<file path="src/rtl/seg_pkg.sv">
// Shared constants for the seven-segment scroll buffer.
// Segment bit order is {g,f,e,d,c,b,a}, and a set bit lights that segment.
package seg_pkg;

    typedef enum logic [1:0] {
        ST_EMPTY  = 2'd0,
        ST_SHOW   = 2'd1,
        ST_SCROLL = 2'd2
    } seg_state_e;

    localparam int         CHR_BLANK_BIT = 4;
    localparam int         CHR_HEX_MSB   = 3;
    localparam int         CHR_HEX_LSB   = 0;
    localparam logic [7:0] CHR_BLANK     = 8'h10;
    localparam int         SHOW_MAX      = 4;

    localparam logic [6:0] SEG_BLANK = 7'h00;
    localparam logic [6:0] SEG_0     = 7'h3F;
    localparam logic [6:0] SEG_1     = 7'h06;
    localparam logic [6:0] SEG_2     = 7'h5B;
    localparam logic [6:0] SEG_3     = 7'h4F;
    localparam logic [6:0] SEG_4     = 7'h66;
    localparam logic [6:0] SEG_5     = 7'h6D;
    localparam logic [6:0] SEG_6     = 7'h7D;
    localparam logic [6:0] SEG_7     = 7'h07;
    localparam logic [6:0] SEG_8     = 7'h7F;
    localparam logic [6:0] SEG_9     = 7'h6F;
    localparam logic [6:0] SEG_A     = 7'h77;
    localparam logic [6:0] SEG_B     = 7'h7C;
    localparam logic [6:0] SEG_C     = 7'h39;
    localparam logic [6:0] SEG_D     = 7'h5E;
    localparam logic [6:0] SEG_E     = 7'h79;
    localparam logic [6:0] SEG_F     = 7'h71;

    function automatic logic [6:0] hex_to_seg(input logic [3:0] hex);
        logic [6:0] seg;
        case (hex)
            4'h0:    seg = SEG_0;
            4'h1:    seg = SEG_1;
            4'h2:    seg = SEG_2;
            4'h3:    seg = SEG_3;
            4'h4:    seg = SEG_4;
            4'h5:    seg = SEG_5;
            4'h6:    seg = SEG_6;
            4'h7:    seg = SEG_7;
            4'h8:    seg = SEG_8;
            4'h9:    seg = SEG_9;
            4'hA:    seg = SEG_A;
            4'hB:    seg = SEG_B;
            4'hC:    seg = SEG_C;
            4'hD:    seg = SEG_D;
            4'hE:    seg = SEG_E;
            default: seg = SEG_F;
        endcase
        return seg;
    endfunction

endpackage

</file>
<file path="src/rtl/seg7_encode.sv">
// Combinational display character to seven-segment pattern encoder.
// A character whose blank bit is set produces no lit segments; the top three bits are ignored.
module seg7_encode
    import seg_pkg::*;
(
    input  logic [7:0] chr_i,
    output logic [6:0] seg_o
);

    logic unused_chr;
    assign unused_chr = ^chr_i[7:5];

    always_comb begin
        seg_o = SEG_BLANK;
        if (!chr_i[CHR_BLANK_BIT]) begin
            seg_o = hex_to_seg(chr_i[CHR_HEX_MSB:CHR_HEX_LSB]);
        end
    end

endmodule

</file>
<file path="src/rtl/seg_scroll_buffer.sv">
// Character buffer and four-digit window generator, right-justified up to four chars, scrolling beyond.
// Optional SEG_SCROLL_HOLD_EN adds a 'hold' input that freezes the scroll tick counter and position.
//
// state     | meaning
// ST_EMPTY  | no characters stored, display blank
// ST_SHOW   | 1..4 characters, static right-justified
// ST_SCROLL | 5+ characters, window walks chars plus one blank gap
module seg_scroll_buffer
    import seg_pkg::*;
#(
    parameter  int DEPTH    = 16,
    parameter  int TICK_DIV = 25_000_000,
    localparam int CNT_W    = $clog2(DEPTH) + 1
) (
    input  logic             clk,
    input  logic             rst,
    input  logic             clr,
    input  logic             wrValid,
    output logic             wrReady,
    input  logic [7:0]       dataIn,
    output logic [27:0]      dataOut,
    output logic [CNT_W-1:0] count
`ifdef SEG_SCROLL_HOLD_EN
    ,
    input  logic             hold
`endif
);

    localparam int                PTR_W     = $clog2(DEPTH);
    localparam int                TICK_W    = $clog2(TICK_DIV);
    localparam logic [CNT_W-1:0]  FULL_CNT  = CNT_W'(DEPTH);
    localparam logic [TICK_W-1:0] TICK_LAST = TICK_W'(TICK_DIV - 1);

    seg_state_e        state_q, state_d;
    logic [7:0]        mem_q [DEPTH];
    logic [7:0]        mem_d [DEPTH];
    logic [PTR_W-1:0]  wr_ptr_q, wr_ptr_d;
    logic [CNT_W-1:0]  count_q, count_d;
    logic [CNT_W-1:0]  pos_q, pos_d;
    logic [TICK_W-1:0] tick_q, tick_d;
    logic [27:0]       data_q, data_d;
    logic              wr_acc;
    logic              hold_act;
    logic              tick_hit;
    logic [CNT_W:0]    win_idx [4];
    logic [7:0]        win_chr [4];
    logic [6:0]        win_seg [4];

`ifdef SEG_SCROLL_HOLD_EN
    assign hold_act = hold;
`else
    assign hold_act = 1'b0;
`endif

    assign wrReady  = (count_q != FULL_CNT) && !clr;
    assign wr_acc   = wrValid && wrReady;
    assign tick_hit = (state_q == ST_SCROLL) && !hold_act && (tick_q == TICK_LAST);
    assign count    = count_q;
    assign dataOut  = data_q;

    always_comb begin
        mem_d = mem_q;
        if (wr_acc) begin
            mem_d[wr_ptr_q] = dataIn;
        end
    end

    always_comb begin
        state_d  = state_q;
        wr_ptr_d = wr_ptr_q;
        count_d  = count_q;
        pos_d    = pos_q;
        tick_d   = tick_q;
        if (clr) begin
            state_d  = ST_EMPTY;
            wr_ptr_d = '0;
            count_d  = '0;
            pos_d    = '0;
            tick_d   = '0;
        end else begin
            if (wr_acc) begin
                count_d  = count_q + CNT_W'(1);
                wr_ptr_d = wr_ptr_q + PTR_W'(1);
            end
            case (state_q)
                ST_EMPTY: begin
                    if (wr_acc) begin
                        state_d = ST_SHOW;
                    end
                end
                ST_SHOW: begin
                    if (wr_acc && (count_q == CNT_W'(SHOW_MAX))) begin
                        state_d = ST_SCROLL;
                        pos_d   = '0;
                        tick_d  = '0;
                    end
                end
                ST_SCROLL: begin
                    if (!hold_act) begin
                        if (tick_hit) begin
                            tick_d = '0;
                            // Wrap uses the post-write length so an append never strands pos.
                            pos_d  = (pos_q == count_d) ? '0 : pos_q + CNT_W'(1);
                        end else begin
                            tick_d = tick_q + TICK_W'(1);
                        end
                    end
                end
                default: state_d = ST_EMPTY;
            endcase
        end
    end

    // Window is built from the next-state view so writes and ticks show on the same edge.
    always_comb begin
        for (int k = 0; k < 4; k++) begin
            win_chr[k] = CHR_BLANK;
            win_idx[k] = {1'b0, pos_d} + (CNT_W + 1)'(SHOW_MAX - 1 - k);
            if (win_idx[k] > {1'b0, count_d}) begin
                win_idx[k] = win_idx[k] - ({1'b0, count_d} + (CNT_W + 1)'(1));
            end
            case (state_d)
                ST_SHOW: begin
                    if (CNT_W'(k) < count_d) begin
                        win_chr[k] = mem_d[PTR_W'(count_d - CNT_W'(k) - CNT_W'(1))];
                    end
                end
                ST_SCROLL: begin
                    if (win_idx[k] != {1'b0, count_d}) begin
                        win_chr[k] = mem_d[PTR_W'(win_idx[k])];
                    end
                end
                default: ;
            endcase
        end
    end

    for (genvar g = 0; g < 4; g++) begin : g_enc
        seg7_encode u_enc (
            .chr_i (win_chr[g]),
            .seg_o (win_seg[g])
        );
    end

    assign data_d = {win_seg[3], win_seg[2], win_seg[1], win_seg[0]};

    always_ff @(posedge clk or posedge rst) begin
        if (rst) begin
            state_q  <= ST_EMPTY;
            wr_ptr_q <= '0;
            count_q  <= '0;
            pos_q    <= '0;
            tick_q   <= '0;
            data_q   <= '0;
        end else begin
            state_q  <= state_d;
            wr_ptr_q <= wr_ptr_d;
            count_q  <= count_d;
            pos_q    <= pos_d;
            tick_q   <= tick_d;
            data_q   <= data_d;
        end
    end

    // Storage needs no reset: count gates every read.
    always_ff @(posedge clk) begin
        mem_q <= mem_d;
    end

endmodule

</file>
<file path="config.mk">
export PLATFORM = sky130hd
export DESIGN_NAME = seg_scroll_buffer
export DESIGN_NICKNAME = d
export VERILOG_FILES = /design/src/rtl/seg_pkg.sv /design/src/rtl/seg7_encode.sv /design/src/rtl/seg_scroll_buffer.sv
export SDC_FILE = /design/constraint.sdc
export NUM_CORES = 1
export LEC_CHECK = 0
export CAP_MARGIN = 20
export CORE_MARGIN = 2
export CORE_UTILIZATION = 33
export DETAILED_ROUTE_END_ITERATION = 12
export PLACE_DENSITY = 0.48
export SKIP_LAST_GASP = 1
export SYNTH_ARGS = -nofsm -noshare
export SYNTH_HDL_FRONTEND = slang
export SYNTH_SLANG_ARGS = --single-unit
</file>
<file path="constraint.sdc">
create_clock -name clk -period 20.3 [get_ports clk]
set_input_delay 4.06 -clock clk [delete_from_list [all_inputs] [get_ports clk]]
set_output_delay 4.06 -clock clk [all_outputs]
set_load 0.05 [all_outputs]
</file>
==> results of run 1 <==
[worst max-delay path, stage by stage]
cell             delay, ps
clkdlybuf4s50_1        750
nand3b_1               300
o21ai_0                580
nand2_1                250
o21ai_0                220
o21a_1                 610
inv_1                  410
ha_1                   350
and3_1                 160
a211oi_1               620
inv_1                  160
ha_1                   330
nand4_1                100
o22a_1                 160
o31a_1                 380
a41o_1                 460
mux2i_4                290
buf_4                  450
mux4_1                 650
a22oi_1                190
a21o_1                 140
o41a_2                 290
nand2_1                180
ha_1                   270
nand2_1                 50
o21ai_0                 70
o311a_1                300
[registers in the layout, indices dropped and copies added (netlist names)]
| register | cells |
|---|---|
| count | 5 |
| tick_q | 25 |
| dataOut | 28 |
| state_q | 2 |
| wr_ptr_q | 4 |
| mem_q | 80 |
| pos_q | 5 |
[Yosys cell counts (12+ instances only)]
cell type	count	area, sq um
a211oi_1	40	300
a21o_1	17	128
a21oi_1	120	601
a22oi_1	15	113
a31oi_1	13	81.3
buf_1	12	45.0
buf_2	23	115
clkbuf_1	44	165
dfrtp_1	69	1730
dfxtp_1	80	1600
ha_1	77	963
inv_1	122	458
mux2_2	15	169
mux2i_1	229	2290
mux4_2	44	991
nand2_1	138	518
nand2b_1	13	81.3
nand3_1	48	240
nand4_1	21	131
nor2_1	160	601
nor3_1	34	170
o211ai_1	37	278
o21a_1	13	97.6
o21ai_0	68	340
xnor2_1	40	350
xor2_1	25	219
[layer usage]
| layer | track usage | vias up | part of all wire | routed length [microns] |
|---|---|---|---|---|
| met5 | 0 | - | 0 | 0 |
| met4 | 0.115 | 0 | 0.046 | 2770 |
| met3 | 0.0427 | 128 | 0.073 | 4410 |
| met2 | 0.369 | 631 | 0.43 | 25800 |
| met1 | 0.335 | 7240 | 0.45 | 27100 |
| li1 | - | 6806 | - | - |
[report_power, final]
group	total, mW	leakage, nW	internal (mW)	switching (mW)
Sequential	0.323	1.60	0.316	0.00670
Combinational	0.407	6.05	0.147	0.260
Clock	0.335	0.290	0.173	0.162
[layout make-up]
cell class                      count  area, sq um  area share
Tap cell                          615          769      0.0443
Clock inverter                     13          125     0.00720
Multi-Input combinational cell   1443        11400       0.657
Inverter                          130          489      0.0281
Sequential cell                   149         3330       0.191
Clock buffer                       19          464      0.0267
Timing Repair Buffer               90          778      0.0448
[layout by cell type, fill, tap and decap left out, drive strengths merged, types with 6 or more instances in the layout]
master / count
and3: 11
xor2: 25
a22oi: 17
nor3: 35
mux2i: 234
a221oi: 13
dfxtp: 80
or3: 8
a21o: 17
nand3: 50
nand2: 143
nor4: 11
dfrtp: 69
nand2b: 13
mux4: 52
o22ai: 6
nand4: 21
ha: 77
o21ai: 79
a21oi: 122
nor2b: 9
a211oi: 42
mux2: 16
and2: 11
o31ai: 12
a31oi: 15
clkdlybuf4s50: 42
clkbuf: 19
o21a: 14
nor2: 160
xnor2: 42
or2: 12
and4: 8
o211ai: 46
inv: 140
buf: 48
[worst min path at each step]
stage	start	to	slack, ps	cells after the start
after floorplan	tick_q[0]	tick_q[0]	480	1
after global placement	tick_q[0]	tick_q[0]	510	1
after detailed placement	tick_q[0]	tick_q[0]	510	1
after CTS	tick_q[0]	tick_q[0]	520	1
after global routing	tick_q[1]	tick_q[1]	560	1
final	tick_q[0]	tick_q[0]	520	1
[cell families (layout without fill, tap and decap cells)]
family | Yosys count | count (layout) | synth area share
flops | 149 | 149 | 0.211
compound gates | 465 | 465 | 0.212
mux | 302 | 302 | 0.238
buf+inv | 236 | 252 | 0.0687
xor+xnor | 67 | 67 | 0.0381
simple gates | 528 | 528 | 0.166
fa+ha+maj | 81 | 81 | 0.0661
[through the flow]
step                instances  setup WS, ps  utilization  hold WS, ps
CTS                      2458          7890        0.366          521
global placement         2425          7540        0.354          507
detailed placement       2426          7430        0.354          509
global route             2459          7230        0.366          562
floorplan                1828          9930            -          479
finish                   2459          7840        0.366          522
==> impl_metrics.env, run 1 <==
export IMPL_insertedDiodeCount=0
export IMPL_worst_r2r_path_depth=28
export IMPL_startpoint="wrValid"
export IMPL_clock_sink_count=149
export IMPL_vias_in_the_first_global_route=14100
export IMPL_drtPass1Iterations=6
export IMPL_criticalPathCategory="in2reg"
export IMPL_synth_seq_cells=149
export IMPL_reg2reg_from="count[0]"
export IMPL_worst_pin_slew_ps=1070
export IMPL_holdCritPathClass="reg2reg"
export IMPL_setup_viol_count_final=0
export IMPL_wl_per_cell_microns=24.4
export IMPL_outcome="finished, final reports clean"
export IMPL_cts_tree="yes"
export IMPL_drive_gt1_frac=0.121
export IMPL_yosysWarningCount=0
export IMPL_detail_route_antenna_nets=0
export IMPL_antenna_violations_before_repair=0
export IMPL_fmax_mhz=80.2
export IMPL_gpl_final_weighted_congestion=0.944
export IMPL_min_period_over_period=0.614
export IMPL_synth_edff_count=0
export IMPL_synth_avg_cell_area_sq_um=8.63
export IMPL_critPathCaptureType="flop"
export IMPL_maxSlewHeadroom=0.280
export IMPL_syn_num_nets=1921
export IMPL_detailed_route_via_count=14800
export IMPL_critPathMaxFanout=34
export IMPL_critical_path_startpoint_type="input port"
export IMPL_yosys_cell_types_count=125
export IMPL_finalClockSkew_ps=14.8
export IMPL_endpoint="dataOut[17]"
export IMPL_floorplan_die_width_microns=223
export IMPL_critical_path_required_ps=20670
export IMPL_detail_route_vias_per_cell=6.02
export IMPL_htree_num_levels=4
export IMPL_violation_count_after_the_first_detailed_route_iteration=1671
export IMPL_port_buffer_count=42
export IMPL_finalCriticalPeriod_ps=12460
export IMPL_grt_start_max_net_pins=70
export IMPL_cts_repair_timing_setup_buffer_count=0
export IMPL_grt_overflow_total=0
export IMPL_top_level_pins=46
export IMPL_synth_async_reset_ratio=0.463
export IMPL_tns_ps=0
export IMPL_finalPower_mw=1.06
export IMPL_cts_resized=0
export IMPL_ctsHoldBuffers=0
export IMPL_finalWirelength_microns=60000
export IMPL_rr_endpoint="dataOut[17]"
export IMPL_coreArea_sq_um=47400
export IMPL_cts_root_buf="clkbuf_16"
export IMPL_final_hold_viol_count=0
export IMPL_floorplan_die_area_sq_um=49600
export IMPL_clock_insertion_delay_worst_skew_ps=490
export IMPL_final_cell_area_sq_um=17400
export IMPL_dp_hpwl_microns=43200
export IMPL_n_fill_cell=4824
export IMPL_synth_ff_type="dfxtp_1"
export IMPL_timing_max_transition_violations_final=0
export IMPL_worst_setup_hold_path_clk_slew_ps=70
export IMPL_number_of_violations_of_the_max_capacitance_limit=0
export IMPL_grt_pass1_wl_microns=90800
export IMPL_leakage_nw=7.93
export IMPL_finish_net_count=1924
export IMPL_rsz0062_at_grt="no"
export IMPL_synthesis_instances=1828
export IMPL_arrival_ps=12830
export IMPL_cellPowerDensity_nw_per_um2=61.2
export IMPL_synth_cell_area_sq_um=15800
export IMPL_cts_path_max_buffers=2
export IMPL_placement_cell_area_sq_um=16800
export IMPL_areaGrowthSynthToFinish_pct=10.2
export IMPL_grt_usage=0.243
export IMPL_drcViolationCount=0
export IMPL_timing_reg2reg_setup_slack_ps=10750
export IMPL_tritoncts_num_buffers=17
export IMPL_die_height_microns=223
export IMPL_ir_worst_vdd_v=0.0000677
export IMPL_placement_rows=80
export IMPL_share_of_the_yosys_chip_area_belonging_to_registers=0.211
export IMPL_floorplan_initialDensity=0.333
No activity file was read; power rests on OpenSTA's default activity.
==> run 2: changes to the inputs <==
Clock period 20.3 ns to 11.75 ns, I/O delays scaled along.
==> impl_metrics.env, run 2 (synthesized netlist as in run 1, its figures left out) <==
export IMPL_floorplan_initialDensity=0.333
export IMPL_cp_common_cell="ha_1"
export IMPL_placement_rows=80
export IMPL_maxSlewHeadroom=0.292
export IMPL_cts_resized=0
export IMPL_die_height_microns=223
export IMPL_top_level_pins=46
export IMPL_hold_path_start="tick_q[0]"
export IMPL_grt_start_max_net_pins=84
export IMPL_clock_sink_count=149
export IMPL_antenna_violations_before_repair=0
export IMPL_cellPowerDensity_nw_per_um2=105
export IMPL_port_buffer_count=42
export IMPL_coreArea_sq_um=47400
export IMPL_hold_slack_ps=518
export IMPL_grt_pass1_wl_microns=91900
export IMPL_critPathMaxFanout=13
export IMPL_fmax_mhz=99.0
export IMPL_cts_root_buf="clkbuf_16"
export IMPL_finalWirelength_microns=61500
export IMPL_dp_hpwl_microns=44000
export IMPL_top_register="mem_q"
export IMPL_number_of_violations_of_the_max_capacitance_limit=0
export IMPL_ir_worst_vdd_v=0.000134
export IMPL_largest_register_ffs=80
export IMPL_arrival_ps=10470
export IMPL_holdCritPathClass="reg2reg"
export IMPL_grt_overflow_total=0
export IMPL_n_fill_cell=4893
export IMPL_setup_viol_count_final=0
export IMPL_gpl_final_weighted_congestion=0.930
export IMPL_worst_setup_hold_path_clk_slew_ps=60
export IMPL_tns_ps=0
export IMPL_finish_net_count=1930
export IMPL_final_hold_viol_count=0
export IMPL_multi_input_combinational_cell_area_sq_um=11400
export IMPL_ctsHoldBuffers=0
export IMPL_critical_path_required_ps=12120
export IMPL_cts_path_max_buffers=2
export IMPL_drcViolationCount=0
export IMPL_whs_path_depth=1
export IMPL_leakage_nw=7.97
export IMPL_drive_gt1_frac=0.123
export IMPL_crit_path_max_incr_delay_ps=840
export IMPL_cts_repair_timing_setup_buffer_count=0
export IMPL_floorplan_die_width_microns=223
export IMPL_worst_pin_slew_ps=1060
export IMPL_ff_latch_area_sq_um=3330
export IMPL_vias_in_the_first_global_route=14200
export IMPL_violation_count_after_the_first_detailed_route_iteration=1640
export IMPL_timing_hold_worst_endpoint="tick_q[0]"
export IMPL_areaGrowthSynthToFinish_pct=10.5
export IMPL_placement_cell_area_sq_um=16800
export IMPL_timing_max_transition_violations_final=0
export IMPL_final_core_util=0.367
export IMPL_clock_insertion_delay_worst_skew_ps=500
export IMPL_worst_r2r_path_depth=31
export IMPL_detailed_route_via_count=14900
export IMPL_layout_commonest_cell="mux2i_1"
export IMPL_tritoncts_num_buffers=17
export IMPL_final_cell_area_sq_um=17400
export IMPL_finalCriticalPeriod_ps=10100
export IMPL_detail_route_antenna_nets=0
export IMPL_floorplan_die_area_sq_um=49600
export IMPL_htree_num_levels=4
export IMPL_criticalPathCategory="in2reg"
export IMPL_critical_path_startpoint_type="input port"
export IMPL_rr_endpoint="dataOut[0]"
export IMPL_drtPass1Iterations=7
export IMPL_grt_usage=0.249
export IMPL_commonest_cells_after_routing_fill_and_taps_aside="mux2i_1, nor2_1, nand2_1"
export IMPL_critPathCaptureType="flop"
export IMPL_layoutNonFillerInstCount=2465
export IMPL_rsz0062_at_grt="no"
export IMPL_timing_reg2reg_setup_slack_ps=2920
export IMPL_insertedDiodeCount=0
export IMPL_cpMaxStageDelayCell="mux2i_1"
export IMPL_min_period_over_period=0.860
export IMPL_detail_route_vias_per_cell=6.04
export IMPL_reg2reg_from="count[0]"
export IMPL_wl_per_cell_microns=25.0
export IMPL_finalClockSkew_ps=13.2
export IMPL_cts_tree="yes"
export IMPL_outcome="finished, final reports clean"
export IMPL_numPlacedInstances=2431
-- run 2: where the power goes --
part / switching [mW] / internal, mW / leakage, nW
logic: 0.457 / 0.256 / 6.09
clock network: 0.253 / 0.313 / 0.289
registers: 0.0112 / 0.546 / 1.60
-- run 2: routing by layer --
metal / wire (microns) / global-route usage / part of all wire / vias to the layer above
met4: 2830 / 0.118 / 0.046 / 0
met5: 0 / 0 / 0 / -
li1: - / - / - / 6813
met2: 26000 / 0.362 / 0.42 / 573
met1: 28000 / 0.345 / 0.46 / 7372
met3: 4720 / 0.0598 / 0.077 / 137
-- run 2: worst max path at each step --
| stage | cells past startpoint | endpoint | start |
|---|---|---|---|
| floorplan | 30 | dataOut[19] | wrValid |
| global placement | 28 | dataOut[17] | wrValid |
| global route | 30 | dataOut[0] | wrValid |
| detailed placement | 28 | dataOut[17] | wrValid |
| finish | 28 | dataOut[17] | wrValid |
| CTS | 28 | dataOut[17] | wrValid |
-- run 2: cell type report --
class | count | area share
clock buffer | 25 | 0.0302
multi-input combinational | 1443 | 0.656
sequential | 149 | 0.191
clock inverter | 7 | 0.00316
tap | 615 | 0.0441
timing repair buffer | 96 | 0.0479
inverter | 130 | 0.0281
-- run 2: critical path, delay by kind of cell --
| kind | cells | cell delay [ps] |
|---|---|---|
| AOI/OAI and AO/OA | 12 | 3330 |
| xor gates and xnor gates | 1 | 220 |
| adders and majority gates | 3 | 920 |
| buffers and inverters | 4 | 1320 |
| muxes | 1 | 840 |
| and+or+nand+nor | 7 | 1460 |
-- run 2: metrics by stage --
step                      setup slack (ps)  power, mW
after floorplan                       3090       1.06
after global placement                1380       1.26
after detailed placement              1360       1.26
after CTS                             1860       1.83
after global routing                  1170       1.92
final                                 1650       1.84
==> run 3: changes to the inputs <==
Settings changed: ABC_AREA set to 1.
==> impl_metrics.env, run 3 <==
export IMPL_htree_num_levels=4
export IMPL_cts_resized=0
export IMPL_synth_async_reset_ratio=0.463
export IMPL_floorplan_die_area_sq_um=47400
export IMPL_synth_edff_count=0
export IMPL_rr_endpoint="dataOut[13]"
export IMPL_cells_taking_the_most_area_after_synthesis="nand2_1, nand3_1, dfrtp_1, dfxtp_1, o21ai_0"
export IMPL_cpMaxStageDelayCell="inv_1"
export IMPL_critPathCaptureType="flop"
export IMPL_top_cell_types_by_occurrence_after_synthesis="nand2_1, nand3_1, inv_1"
export IMPL_detailed_route_via_count=17000
export IMPL_worst_pin_slew_ps=1000
export IMPL_port_buffer_count=42
export IMPL_syn_num_nets=2574
export IMPL_dp_hpwl_microns=45800
export IMPL_power_combinational_fraction=0.632
export IMPL_dp_worst_setup_slack_ps=1970
export IMPL_outcome="finished, final reports clean"
export IMPL_drtPass1Iterations=5
export IMPL_final_setup_worst_slack_ps=2340
export IMPL_final_hold_viol_count=0
export IMPL_timing_reg2reg_setup_slack_ps=4190
export IMPL_areaGrowthSynthToFinish_pct=9.90
export IMPL_critical_path_startpoint_type="input port"
export IMPL_setup_viol_count_final=0
export IMPL_clock_sink_count=149
export IMPL_grt_overflow_total=0
export IMPL_clkPwrFrac=0.192
export IMPL_synth_area_leader_cell="nand2_1"
export IMPL_layout_commonest_cell="nand2_1"
export IMPL_holdCritPathClass="reg2reg"
export IMPL_cts_path_max_buffers=2
export IMPL_synth_top_area_share=0.157
export IMPL_netSwitchingPower_mw=1.75
export IMPL_drcViolationCount=0
export IMPL_vias_in_the_first_global_route=15800
export IMPL_clock_insertion_delay_worst_skew_ps=470
export IMPL_drive_gt1_frac=0.0678
export IMPL_finish_net_count=2559
export IMPL_min_period_over_period=0.801
export IMPL_ff_latch_area_sq_um=3330
export IMPL_timing_max_transition_violations_final=0
export IMPL_layoutNonFillerInstCount=3079
export IMPL_insertedDiodeCount=0
export IMPL_power_report_internal_total_mw=1.47
export IMPL_antenna_violations_before_repair=1
export IMPL_placement_cell_area_sq_um=15900
export IMPL_finalCriticalPeriod_ps=9410
export IMPL_grt_pass1_wl_microns=95600
export IMPL_critPathMaxFanout=15
export IMPL_maxSlewHeadroom=0.322
export IMPL_multi_input_combinational_cell_area_sq_um=10200
export IMPL_arrival_ps=9750
export IMPL_cts_tree="yes"
export IMPL_detail_route_vias_per_cell=5.51
export IMPL_share_of_the_yosys_chip_area_belonging_to_registers=0.221
export IMPL_grt_start_max_net_pins=74
export IMPL_top_register="mem_q"
export IMPL_violation_count_after_the_first_detailed_route_iteration=1906
export IMPL_grt_usage=0.266
export IMPL_count_leader_synth="nand2_1"
export IMPL_finalClockSkew_ps=15.0
export IMPL_synth_ff_type="dfxtp_1"
export IMPL_criticalPathCategory="in2reg"
export IMPL_floorplan_die_width_microns=218
export IMPL_floorplan_initialDensity=0.334
export IMPL_cp_common_cell="nand2_1"
export IMPL_crit_path_max_incr_delay_ps=690
export IMPL_final_cell_area_sq_um=16600
export IMPL_cellPowerDensity_nw_per_um2=195
export IMPL_wl_per_cell_microns=20.4
export IMPL_numPlacedInstances=3047
export IMPL_number_of_violations_of_the_max_capacitance_limit=0
export IMPL_reg2reg_from="count[0]"
export IMPL_largest_register_ffs=80
export IMPL_die_height_microns=218
export IMPL_tritoncts_num_buffers=17
export IMPL_synth_seq_cells=149
export IMPL_worst_setup_hold_path_clk_slew_ps=70
export IMPL_detail_route_antenna_nets=0
export IMPL_critical_path_required_ps=12100
export IMPL_ir_worst_vdd_v=0.000120
export IMPL_switching_share=0.544
export IMPL_yosysWarningCount=0
export IMPL_top_level_pins=46
export IMPL_commonest_cells_after_routing_fill_and_taps_aside="nand2_1, nand3_1, inv_1"
export IMPL_synth_cell_area_sq_um=15100
export IMPL_gpl_final_weighted_congestion=0.968
export IMPL_finalWirelength_microns=62900
export IMPL_synthesis_instances=2481
export IMPL_startpoint="clr"
export IMPL_cts_root_buf="clkbuf_16"
export IMPL_yosys_cell_types_count=52
export IMPL_ctsHoldBuffers=0
export IMPL_placement_rows=78
export IMPL_coreArea_sq_um=45200
export IMPL_worst_r2r_path_depth=38
export IMPL_rsz0062_at_grt="no"
export IMPL_cts_repair_timing_setup_buffer_count=0
export IMPL_leakage_nw=7.70
export IMPL_endpoint="dataOut[13]"
export IMPL_synth_avg_cell_area_sq_um=6.07
export IMPL_fmax_mhz=106
export IMPL_n_fill_cell=4918
export IMPL_tns_ps=0
export IMPL_p_seq_frac=0.176
-- run 3: cell count changes in the layout (fill, tap and decap cells not counted), moves of 44 or more --
cell	delta
mux2i_1	-229
nand2_1	+492
mux4_2	-44
o21ai_0	+170
nor2_1	+50
nand3_1	+322
inv_1	+118
-- run 3: area by class of cell --
class,instances,area share
clock buffers,18,0.0265
clock inverters,14,0.0119
inverters,267,0.0607
multi-input cells,1959,0.616
flip-flops and latches,149,0.201
well taps,600,0.0453
repair buffers,72,0.0390
-- run 3: logic make-up after synthesis --
group                      count (synthesis)  synth area share
AOI/OAI and AO/OA                        516             0.195
xor gates and xnor gates                  34            0.0208
adders and majority gates                 81            0.0692
buffers and inverters                    373             0.104
DFF                                      149             0.221
and+or+nand+nor                         1328             0.391
-- run 3: metal layers --
layer	global-route usage	share of wire	up-vias	wire [microns]
met1	0.356	0.43	7824	27300
met5	0	0	-	0
met2	0.422	0.44	798	27700
li1	-	-	8214	-
met4	0.111	0.039	0	2480
met3	0.0462	0.086	138	5380
-- run 3: worst min-delay path by stage --
stage                     startpoint   endpoint  slack [ps]  cells after the start
after global placement     tick_q[7]  tick_q[7]         480                      1
after floorplan            tick_q[7]  tick_q[7]         460                      1
after CTS                  tick_q[7]  tick_q[7]         510                      1
after detailed placement   tick_q[7]  tick_q[7]         490                      1
after global routing       tick_q[7]  tick_q[7]         520                      1
final                      tick_q[7]  tick_q[7]         500                      1
-- run 3: power by group through the flow --
stage / sequential, mW / combinational, mW / clock [mW]
after detailed placement: 0.578 / 1.96 / 0
final: 0.567 / 2.04 / 0.619
after global routing: 0.571 / 2.19 / 0.650
after global placement: 0.577 / 1.95 / 0
after floorplan: 0.615 / 1.37 / 0
after CTS: 0.567 / 1.97 / 0.629
-- run 3: stage by stage --
step | util | hold WS [ps] | total power [mW]
6_report | 0.367 | 499 | 3.22
5_1_grt | 0.367 | 522 | 3.41
4_1_cts | 0.367 | 505 | 3.17
3_5_place_dp | 0.352 | 489 | 2.54
3_3_place_gp | 0.352 | 479 | 2.53
2_1_floorplan | - | 464 | 1.98
-- run 3: critical path, delay by kind of cell --
kind	cells	cell delay [ps]
adder cells (fa/ha/maj)	3	880
buffers and inverters	8	2430
AO/OA/AOI/OAI	4	1060
AND/OR/NAND/NOR	21	2980
